$ cat src/rtl/ss_pkg.sv
// Shared seven-segment constants: active-low digit patterns, anode enables, scan phases.
// Pure definitions; no state, no latency, no backpressure.
package ss_pkg;

  localparam logic [6:0] SEG_0     = 7'b1000000;
  localparam logic [6:0] SEG_1     = 7'b1111001;
  localparam logic [6:0] SEG_2     = 7'b0100100;
  localparam logic [6:0] SEG_3     = 7'b0110000;
  localparam logic [6:0] SEG_4     = 7'b0011001;
  localparam logic [6:0] SEG_5     = 7'b0010010;
  localparam logic [6:0] SEG_6     = 7'b0000010;
  localparam logic [6:0] SEG_7     = 7'b1111000;
  localparam logic [6:0] SEG_8     = 7'b0000000;
  localparam logic [6:0] SEG_9     = 7'b0010000;
  localparam logic [6:0] SEG_BLANK = 7'h7F;

  localparam logic [7:0] ANODE_OFF   = 8'hFF;
  localparam logic [7:0] ANODE_SLOT0 = 8'b11111110;
  localparam logic [7:0] ANODE_SLOT1 = 8'b11111101;
  localparam logic [7:0] ANODE_SLOT2 = 8'b11111011;
  localparam logic [7:0] ANODE_SLOT3 = 8'b11110111;

  typedef enum logic {PH_BLANK, PH_ON} phase_t;

  function automatic logic [6:0] bcd_to_seg(input logic [3:0] bcd);
    case (bcd)
      4'd0:    bcd_to_seg = SEG_0;
      4'd1:    bcd_to_seg = SEG_1;
      4'd2:    bcd_to_seg = SEG_2;
      4'd3:    bcd_to_seg = SEG_3;
      4'd4:    bcd_to_seg = SEG_4;
      4'd5:    bcd_to_seg = SEG_5;
      4'd6:    bcd_to_seg = SEG_6;
      4'd7:    bcd_to_seg = SEG_7;
      4'd8:    bcd_to_seg = SEG_8;
      4'd9:    bcd_to_seg = SEG_9;
      default: bcd_to_seg = SEG_BLANK;
    endcase
  endfunction

  function automatic logic [7:0] slot_anode(input logic [1:0] slot);
    case (slot)
      2'd0:    slot_anode = ANODE_SLOT0;
      2'd1:    slot_anode = ANODE_SLOT1;
      2'd2:    slot_anode = ANODE_SLOT2;
      default: slot_anode = ANODE_SLOT3;
    endcase
  endfunction

endpackage

$ cat src/rtl/ss_pwm_gen.sv
// Free-running 8-bit PWM: pwm_on = (duty == 255) || (pwm_cnt < duty); duty sampled live.
// pwm_on is combinational from the registered counter; no backpressure.
module ss_pwm_gen (
  input  logic       CLK100MHZ,
  input  logic       RESET_N,
  input  logic [7:0] duty,
  output logic       pwm_on
);

  logic [7:0] pwm_cnt;

  always_ff @(posedge CLK100MHZ or negedge RESET_N) begin
    if (!RESET_N) pwm_cnt <= 8'd0;
    else          pwm_cnt <= pwm_cnt + 8'd1;
  end

  assign pwm_on = (duty == 8'hFF) || (pwm_cnt < duty);

endmodule

$ cat src/rtl/ss_scan_driver.sv
// Four-digit multiplexed seven-segment scanner with per-slot blanking, PWM dimming and frame-aligned commit.
// Outputs registered, one cycle behind the slot state; load is always accepted (last write per frame wins).
module ss_scan_driver
  import ss_pkg::*;
#(
  parameter int SLOT_CYCLES  = 100000,
  parameter int BLANK_CYCLES = 1000,
  parameter int NUM_DIGITS   = 4
) (
  input  logic        CLK100MHZ,
  input  logic        RESET_N,
  input  logic [15:0] bcd_in,
  input  logic [3:0]  dp_in,
  input  logic        load,
  input  logic        blank_lz,
  input  logic [7:0]  pwm_in,
  output logic [7:0]  SevenSegment,
  output logic [7:0]  SegmentDrivers,
  output logic        frame_done
);

  localparam int CW = (SLOT_CYCLES > 1) ? $clog2(SLOT_CYCLES) : 1;
  localparam logic [CW-1:0] LAST_CNT = CW'(SLOT_CYCLES - 1);
  localparam logic [CW-1:0] PRE_CNT  = CW'(SLOT_CYCLES - 2);
  localparam logic [CW-1:0] BLANK_C  = CW'(BLANK_CYCLES);
  localparam logic [1:0]    LAST_SLOT = 2'(NUM_DIGITS - 1);
  localparam phase_t        RST_PHASE = (BLANK_CYCLES > 0) ? PH_BLANK : PH_ON;

  phase_t        state;
  logic [CW-1:0] cnt;
  logic [CW-1:0] cnt_nxt;
  logic [1:0]    slot;
  logic [15:0]   active_bcd;
  logic [3:0]    active_dp;
  logic [15:0]   pend_bcd;
  logic [3:0]    pend_dp;
  logic          pend_vld;
  logic          pwm_on;
  logic          slot_end;
  logic          frame_end;
  logic          pre_frame_end;
  logic [3:0]    digit;
  logic [6:0]    seg_pat;

  ss_pwm_gen u_pwm (
    .CLK100MHZ (CLK100MHZ),
    .RESET_N   (RESET_N),
    .duty      (pwm_in),
    .pwm_on    (pwm_on)
  );

  always_comb begin
    slot_end      = (cnt == LAST_CNT);
    frame_end     = slot_end && (slot == LAST_SLOT);
    pre_frame_end = (cnt == PRE_CNT) && (slot == LAST_SLOT);
    cnt_nxt       = slot_end ? '0 : cnt + 1'b1;
    digit         = active_bcd[{slot, 2'b00} +: 4];
    // Leading-zero suppression only ever applies to the hrs2 slot.
    if (blank_lz && (slot == LAST_SLOT) && (digit == 4'd0)) seg_pat = SEG_BLANK;
    else                                                    seg_pat = bcd_to_seg(digit);
  end

  always_ff @(posedge CLK100MHZ or negedge RESET_N) begin
    if (!RESET_N) begin
      state          <= RST_PHASE;
      cnt            <= '0;
      slot           <= 2'd0;
      active_bcd     <= 16'd0;
      active_dp      <= 4'd0;
      pend_bcd       <= 16'd0;
      pend_dp        <= 4'd0;
      pend_vld       <= 1'b0;
      SevenSegment   <= 8'hFF;
      SegmentDrivers <= ANODE_OFF;
      frame_done     <= 1'b0;
    end else begin
      cnt        <= cnt_nxt;
      state      <= (cnt_nxt < BLANK_C) ? PH_BLANK : PH_ON;
      // Registered one cycle early so the pulse coincides with the commit cycle.
      frame_done <= pre_frame_end;
      if (slot_end) slot <= slot + 2'd1;

      case (state)
        PH_ON: begin
          SevenSegment   <= {~active_dp[slot], seg_pat};
          SegmentDrivers <= pwm_on ? slot_anode(slot) : ANODE_OFF;
        end
        default: begin
          SevenSegment   <= 8'hFF;
          SegmentDrivers <= ANODE_OFF;
        end
      endcase

      // A load landing on the frame boundary bypasses pending and wins over older pending data.
      if (frame_end) begin
        if (load) begin
          active_bcd <= bcd_in;
          active_dp  <= dp_in;
        end else if (pend_vld) begin
          active_bcd <= pend_bcd;
          active_dp  <= pend_dp;
        end
        pend_vld <= 1'b0;
      end else if (load) begin
        pend_bcd <= bcd_in;
        pend_dp  <= dp_in;
        pend_vld <= 1'b1;
      end
    end
  end

endmodule

$ cat config.mk
export PLATFORM = sky130hd
export DESIGN_NAME = ss_scan_driver
export DESIGN_NICKNAME = d
export VERILOG_FILES = /design/src/rtl/ss_pkg.sv /design/src/rtl/ss_pwm_gen.sv /design/src/rtl/ss_scan_driver.sv
export SDC_FILE = /design/constraint.sdc
export NUM_CORES = 1
export LEC_CHECK = 0
export ABC_AREA = 1
export BUFFER_PORTS_ARGS = -buffer_cell sky130_fd_sc_hd__buf_2
export CAP_MARGIN = 10
export CORE_MARGIN = 4
export CORE_UTILIZATION = 50
export CTS_BUF_LIST = sky130_fd_sc_hd__clkbuf_16
export CTS_CLUSTER_DIAMETER = 120
export DETAILED_ROUTE_END_ITERATION = 8
export PLACE_DENSITY = 0.7
export SLEW_MARGIN = 20
export SYNTH_ARGS = -nofsm -noshare
export SYNTH_HDL_FRONTEND = slang
export SYNTH_SLANG_ARGS = --single-unit
$ cat constraint.sdc
create_clock -name CLK100MHZ -period 3.3 [get_ports CLK100MHZ]
set_clock_uncertainty 0.15 [all_clocks]
set_input_delay 0 -clock CLK100MHZ [delete_from_list [all_inputs] [get_ports CLK100MHZ]]
set_output_delay 0 -clock CLK100MHZ [all_outputs]
set_load 0.02 [all_outputs]
==> out/qor.yml, run 1 <==
outcome: "finished, final reports clean"
p_total_mw: 2.23
ys_ff_latch: 82
worst_slew_margin_rel: 0.516
worst_pin_slew_ps: 726
ys_seq_area_frac: 0.450
std_cell_rows: 34
critPathLaunch: "slot[0]$_DFFE_PN0N_"
syn_area_um2: 4600
clock_buffers_created_by_tritoncts: 9
placeableCoreArea_um2: 8850
fmaxAchievable_mhz: 407
timing.critical_path.arrival_ps: 2550
layout.cells.most_common: "sky130_fd_sc_hd__nand2_1"
detail-route-antenna-nets: 0
worst-setup-path-type: "reg2reg"
synth_compound_area_frac: 0.146
pre_cts_slack_ps: 861
overflow: 0
syn_avg_cell_area_um2: 8.28
netlist_top_cells_area: "sky130_fd_sc_hd__dfrtp_1, sky130_fd_sc_hd__nand2_1, sky130_fd_sc_hd__inv_1, sky130_fd_sc_hd__o21ai_2, sky130_fd_sc_hd__dfstp_2"
numClockSinks: 82
clk_latency_ps: 330
grt_antenna_before_repair: 0
muxShareOfSynthArea: 0
powerDensity_nw_per_um2: 416
drc: 0
synth-warning-count: 0
synth_top_area_frac: 0.381
mostFrequentLayoutCells: "sky130_fd_sc_hd__nand2_1, sky130_fd_sc_hd__inv_1, sky130_fd_sc_hd__dfrtp_1, sky130_fd_sc_hd__nor2_1, sky130_fd_sc_hd__buf_2"
post-dp-hpwl_mm: 6.32
yosysTopAreaCell: "sky130_fd_sc_hd__dfrtp_1"
unrepaired_setup_endpoints_after_global_routing: "no"
synth_ff_type: "sky130_fd_sc_hd__dfrtp_1"
die_area_um2: 10800
chipWidth_um: 104
placedCellCount: 693
final-hold-violation-count: 0
maxSlewViolCount: 0
crit_start_category: "flop"
cts.hold.buffers_added: 25
number_of_buffers_added_on_ports: 44
fp.dieH_um: 104
worst-endpoint-required_ps: 3400
worst_min_delay_path_class: "in2reg"
setup_slack_ps: 846
yosys.area_share.xor_xnor: 0.0152
max_cap_violation_count: 0
synth_cells: 555
gp_congestion: 0.824
cp-endpoint: "SevenSegment[3]$_DFF_PN1_"
async_reset_ff_frac: 1.00
cts_tree: "done"
num_vias: 3517
first_pass_grt_wire_length_mm: 16.2
wl_per_cell_um: 12.2
min_period_over_period: 0.744
cts.repair.resized: 0
num_antenna_cells: 0
vdd_ir_drop_max_uv: 300
totalWireLength_mm: 8.93
starting_density_of_the_core: 0.520
cts_root_buf: "sky130_fd_sc_hd__clkbuf_16"
groute.usage.overall: 0.179
first_iter_violations: 108
number_of_global_route_vias_before_repair: 3590
regToRegStartpoint: "slot[0]$_DFFE_PN0N_"
reg2reg_to: "SevenSegment[3]$_DFF_PN1_"
setup_violations: 0
critPathMaxFanout: 20
final_net_count: 673
finish.cell_count_without_fillers: 734
synth_adder_area_share: 0.0544
netlist-cell-type-count: 37
h-tree-depth: 3
clock_tree.buffer_depth: 2
synth_enable_flop_cells: 0
synth_top_family_by_area: "simple AND/OR/NAND/NOR gates"
clkTransAtPathRegs_ps: 60
finalSetupTns_ps: 0
power_leakage_nw: 2.78
share_of_post_route_cells_with_drive_strength_above_1: 0.217
ff2ff_path_depth: 11
floorplan.io_pins: 49
detailedRoute.firstPassIterationCount: 4
area_delta_synth_final_pct: 16.6
post-cts-setup-buffers: 0
regToRegSetupSlack_ps: 850
grt_start_max_net_pins: 83
detail_route.vias_per_cell: 4.79
endpoint_kind: "flop"
synth_simple_gate_area_share: 0.215
finalHoldWorstSlack_ps: 103
period_minus_slack_ps: 2450
worst min path at each step:
stage,depth (start not counted),to,slack (ps),start
5_1_grt,4,active_bcd[5]$_DFFE_PN0P_,140,load
2_1_floorplan,0,active_bcd[0]$_DFFE_PN0P_,-450,RESET_N
3_3_place_gp,1,cnt[13]$_DFF_PN0_,90,RESET_N
4_1_cts,4,active_bcd[5]$_DFFE_PN0P_,80,load
6_report,4,active_bcd[5]$_DFFE_PN0P_,100,load
3_5_place_dp,1,cnt[13]$_DFF_PN0_,90,RESET_N
layout make-up:
| type | count | area [um^2] |
|---|---|---|
| fill | 768 | 3490 |
| sequential | 82 | 2070 |
| multi-input combinational | 355 | 2000 |
| timing repair buffer | 71 | 492 |
| inverter | 102 | 384 |
| clock buffer | 9 | 225 |
| tap | 108 | 135 |
| clock inverter | 7 | 61.3 |
per-layer routing:
layer	vias to the layer above	global-route usage	part of all wire
met5	-	0	0
met4	0	0.0389	0.0087
met3	8	0.0422	0.030
met2	48	0.310	0.48
met1	1589	0.229	0.48
li1	1872	-	-
critical path: stages (launching register included):
cell,delay [ps]
sky130_fd_sc_hd__dfrtp_1,580
sky130_fd_sc_hd__inv_2,230
sky130_fd_sc_hd__nand2_1,70
sky130_fd_sc_hd__a32oi_1,370
sky130_fd_sc_hd__inv_1,150
sky130_fd_sc_hd__ha_1,220
sky130_fd_sc_hd__nand2_1,70
sky130_fd_sc_hd__nor2_1,40
sky130_fd_sc_hd__nand3_1,70
sky130_fd_sc_hd__nand2_1,60
sky130_fd_sc_hd__nor2_1,260
sky130_fd_sc_hd__nand2_1,100
cell usage after synthesis, types with 2 or more instances:
library cell,n
sky130_fd_sc_hd__or2_2,4
sky130_fd_sc_hd__o211ai_1,2
sky130_fd_sc_hd__xor2_1,5
sky130_fd_sc_hd__o21ai_0,14
sky130_fd_sc_hd__dfstp_2,12
sky130_fd_sc_hd__clkbuf_1,5
sky130_fd_sc_hd__buf_4,4
sky130_fd_sc_hd__inv_1,97
sky130_fd_sc_hd__nand4_1,10
sky130_fd_sc_hd__xnor2_1,3
sky130_fd_sc_hd__buf_6,10
sky130_fd_sc_hd__nand2_1,118
sky130_fd_sc_hd__nand3_1,21
sky130_fd_sc_hd__nor2_1,52
sky130_fd_sc_hd__nand2_2,6
sky130_fd_sc_hd__nand3_2,2
sky130_fd_sc_hd__o21ai_2,40
sky130_fd_sc_hd__o21bai_1,5
sky130_fd_sc_hd__ha_1,20
sky130_fd_sc_hd__inv_2,4
sky130_fd_sc_hd__nor2_2,3
sky130_fd_sc_hd__a21oi_1,34
sky130_fd_sc_hd__dfrtp_1,70
kinds of logic after synthesis:
family / Yosys count
flip-flops: 82
buffers and inverters: 121
other: 1
XOR/XNOR: 8
AND/OR/NAND/NOR: 224
adder cells (fa/ha/maj): 20
AO/OA/AOI/OAI: 99
report_power, final:
| group | internal [mW] | switching [mW] |
|---|---|---|
| Combinational | 0.0872 | 0.117 |
| Sequential | 1.04 | 0.0190 |
| Clock | 0.576 | 0.387 |
| Total | 1.71 | 0.522 |
flip-flops by register name, indices dropped and copies added (netlist names):
register	cells
pend_bcd	16
u_pwm.pwm_cnt	8
pend_vld	1
SevenSegment	8
state	1
frame_done	1
pend_dp	4
active_dp	4
slot	2
SegmentDrivers	4
active_bcd	16
cnt	17
stage by stage:
stage	instance area (um^2)	util
after floorplan	4610	-
after global placement	4820	0.545
after detailed placement	4820	0.545
after CTS	5360	0.605
after global routing	5360	0.606
final	5360	0.606
Power figures use the tool's default switching activity.
==> run 2: changes to the inputs <==
--- a/config.mk
+++ b/config.mk
@@ -13,7 +13,7 @@
 export CTS_BUF_LIST = sky130_fd_sc_hd__clkbuf_16
 export CTS_CLUSTER_DIAMETER = 120
 export DETAILED_ROUTE_END_ITERATION = 8
-export PLACE_DENSITY = 0.7
+export PLACE_DENSITY = 0.72
 export SLEW_MARGIN = 20
 export SYNTH_ARGS = -nofsm -noshare
 export SYNTH_HDL_FRONTEND = slang
==> constraint.sdc (replaced) <==
create_clock -name CLK100MHZ -period 2.2 [get_ports CLK100MHZ]
set_clock_uncertainty 0.15 [all_clocks]
set_input_delay 0 -clock CLK100MHZ [delete_from_list [all_inputs] [get_ports CLK100MHZ]]
set_output_delay 0 -clock CLK100MHZ [all_outputs]
set_load 0.02 [all_outputs]
==> out/qor.yml, run 2 (synthesis gave the netlist of run 1 again) <==
post-cts-setup-buffers: 0
grt_start_max_net_pins: 44
maxSlewViolCount: 0
setup_violations: 0
crit_path_cell_trace: "ha_1 -> a21oi_1 -> o21ai_0 -> o22ai_2 -> nand2_1 -> dlygate4sd3_1"
number_of_global_route_vias_before_repair: 3689
num_vias: 3688
fp.dieH_um: 104
stage_delay_of_the_slowest_cell_on_the_critical_path_ps: 560
cts_root_buf: "sky130_fd_sc_hd__clkbuf_16"
placeableCoreArea_um2: 8850
reg2reg_to: "SegmentDrivers[1]$_DFF_PN1_"
timing.critical_path.arrival_ps: 2160
outcome: "finished, final reports clean"
clock_tree.buffer_depth: 2
power_leakage_nw: 2.83
h-tree-depth: 3
grt_antenna_before_repair: 0
critPathLaunch: "u_pwm.pwm_cnt[5]$_DFF_PN0_"
number_of_buffers_added_on_ports: 44
worst_min_delay_path_class: "in2async"
finalHoldWorstSlack_ps: 30.3
regToRegStartpoint: "u_pwm.pwm_cnt[5]$_DFF_PN0_"
chipWidth_um: 104
regToRegSetupSlack_ps: 140
overflow: 0
detailedRoute.firstPassIterationCount: 4
numClockSinks: 82
endpoint_kind: "flop"
worst-endpoint-required_ps: 2310
fmaxAchievable_mhz: 486
detail_route.vias_per_cell: 4.96
powerDensity_nw_per_um2: 595
ff2ff_path_depth: 6
period_minus_slack_ps: 2060
first_iter_violations: 123
final-hold-violation-count: 0
cts_tree: "done"
first_pass_grt_wire_length_mm: 16.7
vdd_ir_drop_max_uv: 423
die_area_um2: 10800
min_period_over_period: 0.934
layout.cells.most_common: "sky130_fd_sc_hd__nand2_1"
max_cap_violation_count: 0
std_cell_rows: 34
share_of_post_route_cells_with_drive_strength_above_1: 0.231
wl_per_cell_um: 12.8
num_antenna_cells: 0
worst_slew_margin_rel: 0.652
clk_latency_ps: 330
post-dp-hpwl_mm: 6.71
finalSetupTns_ps: 0
biggestRegsByFlops: "cnt (17), active_bcd (16), pend_bcd (16)"
critPathMaxFanout: 4
starting_density_of_the_core: 0.520
unrepaired_setup_endpoints_after_global_routing: "no"
totalWireLength_mm: 9.53
groute.usage.overall: 0.186
area_delta_synth_final_pct: 19.1
clkTransAtPathRegs_ps: 60
floorplan.io_pins: 49
largest_register_by_flop_count: "cnt"
mostFrequentLayoutCells: "sky130_fd_sc_hd__nand2_1, sky130_fd_sc_hd__inv_1, sky130_fd_sc_hd__dfrtp_1, sky130_fd_sc_hd__nor2_1, sky130_fd_sc_hd__buf_2"
drc: 0
worst_pin_slew_ps: 522
detail-route-antenna-nets: 0
crit_start_category: "flop"
worst-setup-path-type: "reg2reg"
critPathSlowestCell: "sky130_fd_sc_hd__dlygate4sd3_1"
final_net_count: 682
largest_register_ff_count: 17
gp_congestion: 0.867
clock_buffers_created_by_tritoncts: 9
cp-endpoint: "SegmentDrivers[1]$_DFF_PN1_"
## run 2: cell count changes in the layout (fill, tap and decap cells not counted), sizes merged
cell         change
dlygate4sd3      +2
bufinv           -1
buf              +6
clkinv           +4
clkinvlp         -2
clkbuf           +1
inv              -1
## run 2: how the worst min path moves through the flow
stage	start	endpoint	slack, ps	cells past startpoint
global route	RESET_N	frame_done$_DFF_PN0_	90	2
detailed placement	RESET_N	cnt[14]$_DFF_PN0_	-130	1
CTS	RESET_N	cnt[14]$_DFF_PN0_	60	2
floorplan	RESET_N	active_bcd[0]$_DFFE_PN0P_	-450	0
global placement	RESET_N	frame_done$_DFF_PN0_	-140	1
finish	RESET_N	frame_done$_DFF_PN0_	30	2
## run 2: cell type report
class | count | area [um^2]
inverter | 102 | 384
tap | 108 | 135
sequential | 82 | 2070
multi-input combinational | 355 | 2010
clock inverter | 7 | 36.3
fill | 758 | 3370
clock buffer | 9 | 225
timing repair buffer | 80 | 616
## run 2: power by group
part	switching, mW	internal (mW)
Clock	0.588	0.750
Combinational	0.183	0.144
Sequential	0.0282	1.57
Total	0.799	2.46
## run 2: timing repair
action	CTS	global route
endpoints found under the setup margin	0	21
hold buffers	27	0
endpoints found under the hold margin	127	0
gates resized for setup	0	4
## run 2: worst max-delay path, delay by kind of cell (launching register included)
family	cells	cell delay (ps)
AOI/OAI and AO/OA	3	460
adders and majority gates	1	310
buffers and inverters	1	560
DFF	1	430
and+or+nand+nor	1	70
## run 2: metrics by stage
step                 util  setup WS (ps)  cells  area [um^2]  power, mW
detailed placement  0.554            128    699         4900       1.91
CTS                 0.614           63.9    742         5430       3.28
finish              0.619            144    743         5480       3.26
floorplan               -           39.2    558         4610       1.81
global route        0.619           3.60    743         5480       3.40
global placement    0.554            221    699         4900       1.90
## run 2: routing by layer
layer	vias to the layer above	part of all wire	track usage
li1	1895	-	-
met1	1704	0.45	0.238
met2	73	0.49	0.312
met3	16	0.037	0.0410
met4	0	0.018	0.0617
met5	-	0	0
==> run 3: changes to the inputs <==
--- a/config.mk
+++ b/config.mk
@@ -14,6 +14,7 @@
 export CTS_CLUSTER_DIAMETER = 120
 export DETAILED_ROUTE_END_ITERATION = 8
 export PLACE_DENSITY = 0.72
+export SETUP_SLACK_MARGIN = 0.15
 export SLEW_MARGIN = 20
 export SYNTH_ARGS = -nofsm -noshare
 export SYNTH_HDL_FRONTEND = slang
==> out/qor.yml, run 3 (synthesis gave the netlist of run 1 again) <==
outcome: "finished, final reports clean"
vdd_ir_drop_max_uv: 379
numClockSinks: 82
groute.usage.overall: 0.185
regToRegStartpoint: "slot[0]$_DFFE_PN0N_"
worst-setup-path-type: "reg2reg"
worst_pin_slew_ps: 533
cts_root_buf: "sky130_fd_sc_hd__clkbuf_16"
totalWireLength_mm: 9.24
stage_delay_of_the_slowest_cell_on_the_critical_path_ps: 480
cp_num_buf_inv: 1
crit_start_category: "flop"
number_of_global_route_vias_before_repair: 3692
largest_register_ff_count: 17
die_area_um2: 10800
nFillCells: 722
detailedRoute.firstPassIterationCount: 5
critPathLaunch: "slot[0]$_DFFE_PN0N_"
detail_route.vias_per_cell: 4.93
grt_antenna_before_repair: 0
critPathSlowestCell: "sky130_fd_sc_hd__dfrtp_2"
starting_density_of_the_core: 0.520
worst_min_delay_path_class: "in2async"
biggestRegsByFlops: "cnt (17), active_bcd (16), pend_bcd (16)"
finalSetupTns_ps: 0
overflow: 0
setup_violations: 0
mostFrequentLayoutCells: "sky130_fd_sc_hd__nand2_1, sky130_fd_sc_hd__inv_1, sky130_fd_sc_hd__dfrtp_1, sky130_fd_sc_hd__nor2_1, sky130_fd_sc_hd__buf_2"
max_cap_violation_count: 0
grt_start_max_net_pins: 43
fp.dieH_um: 104
timing.critical_path.arrival_ps: 2090
layout.cells.most_common: "sky130_fd_sc_hd__nand2_1"
detail-route-antenna-nets: 0
number_of_buffers_added_on_ports: 44
cts_tree: "done"
endpoint_kind: "flop"
unrepaired_setup_endpoints_after_global_routing: "yes"
num_vias: 3690
path_common_cell: "sky130_fd_sc_hd__nand2_1"
floorplan.io_pins: 49
worst_slew_margin_rel: 0.644
critPathMaxFanout: 7
share_of_post_route_cells_with_drive_strength_above_1: 0.247
post-dp-hpwl_mm: 6.44
wl_per_cell_um: 12.4
clock_tree.buffer_depth: 2
worst-endpoint-required_ps: 2310
first_pass_grt_wire_length_mm: 16.7
worst_path_dominant_cell_family: "simple AND/OR/NAND/NOR gates"
final_net_count: 687
power_leakage_nw: 2.87
clock_buffers_created_by_tritoncts: 9
clkTransAtPathRegs_ps: 60
powerDensity_nw_per_um2: 634
fmaxAchievable_mhz: 504
gp_congestion: 0.891
period_minus_slack_ps: 1990
placeableCoreArea_um2: 8850
p_total_mw: 3.52
std_cell_rows: 34
min_period_over_period: 0.903
maxSlewViolCount: 0
chipWidth_um: 104
largest_register_by_flop_count: "cnt"
h-tree-depth: 3
first_iter_violations: 170
drc: 0
crit_path_cell_trace: "buf_4 -> o21ai_0 -> nand2_2 -> ha_1 -> nand2_1 -> nor2_1 -> nand3_1 -> nand2_1 -> nor2_4 -> nand2_1"
final-hold-violation-count: 0
area_delta_synth_final_pct: 21.0
num_antenna_cells: 0
clk_latency_ps: 330
==> run 3: per-stage QoR <==
stage	hold WS (ps)	instance area [um^2]	cells	setup WS [ps]	utilization
2_1_floorplan	-446	4620	558	176	-
3_3_place_gp	-134	4900	698	182	0.554
3_5_place_dp	-123	4900	698	59.4	0.554
4_1_cts	26.3	5490	740	152	0.620
5_1_grt	100	5560	748	117	0.629
6_report	37.7	5560	748	214	0.629
==> run 3: worst paths after layout <==
path                                              end  slack, ps  depth (start not counted)
max                         SevenSegment[2]$_DFF_PN1_        210                         10
min                                 cnt[13]$_DFF_PN0_         40                          2
max reg2reg                 SevenSegment[2]$_DFF_PN1_        210                         10
min reg2reg                u_pwm.pwm_cnt[7]$_DFF_PN0_        320                          1
max in group asynchronous    active_dp[3]$_DFFE_PN0P_       1260                          3
min in group CLK100MHZ     active_bcd[11]$_DFFE_PN0P_         50                          4
==> run 3: report_power, final <==
part	internal, mW	switching, mW
Sequential	1.57	0.0298
Clock	0.992	0.617
Combinational	0.141	0.178
==> run 3: what timing repair did <==
item                                    4_1_cts  5_1_grt
endpoints found under the hold margin       127        0
resized for setup                             2        8
pin swaps                                     0        2
hold buffers                                 26        0
buffers inserted                              0        8
endpoints found under the setup margin        7       34
==> run 3: final cells by class <==
type | instances | area [um^2] | area share
Clock inverter | 7 | 91.3 | 0.0164
Tap cell | 108 | 135 | 0.0243
Sequential cell | 82 | 2070 | 0.372
Multi-Input combinational cell | 355 | 2020 | 0.363
Inverter | 102 | 387 | 0.0695
Timing Repair Buffer | 85 | 637 | 0.115
Clock buffer | 9 | 225 | 0.0405
==> run 3: layer usage <==
layer,global-route usage,share of wire,vias to the layer above
li1,-,-,1900
met1,0.240,0.46,1676
met2,0.304,0.48,92
met3,0.0372,0.042,22
met4,0.0712,0.023,0
met5,0,0,-
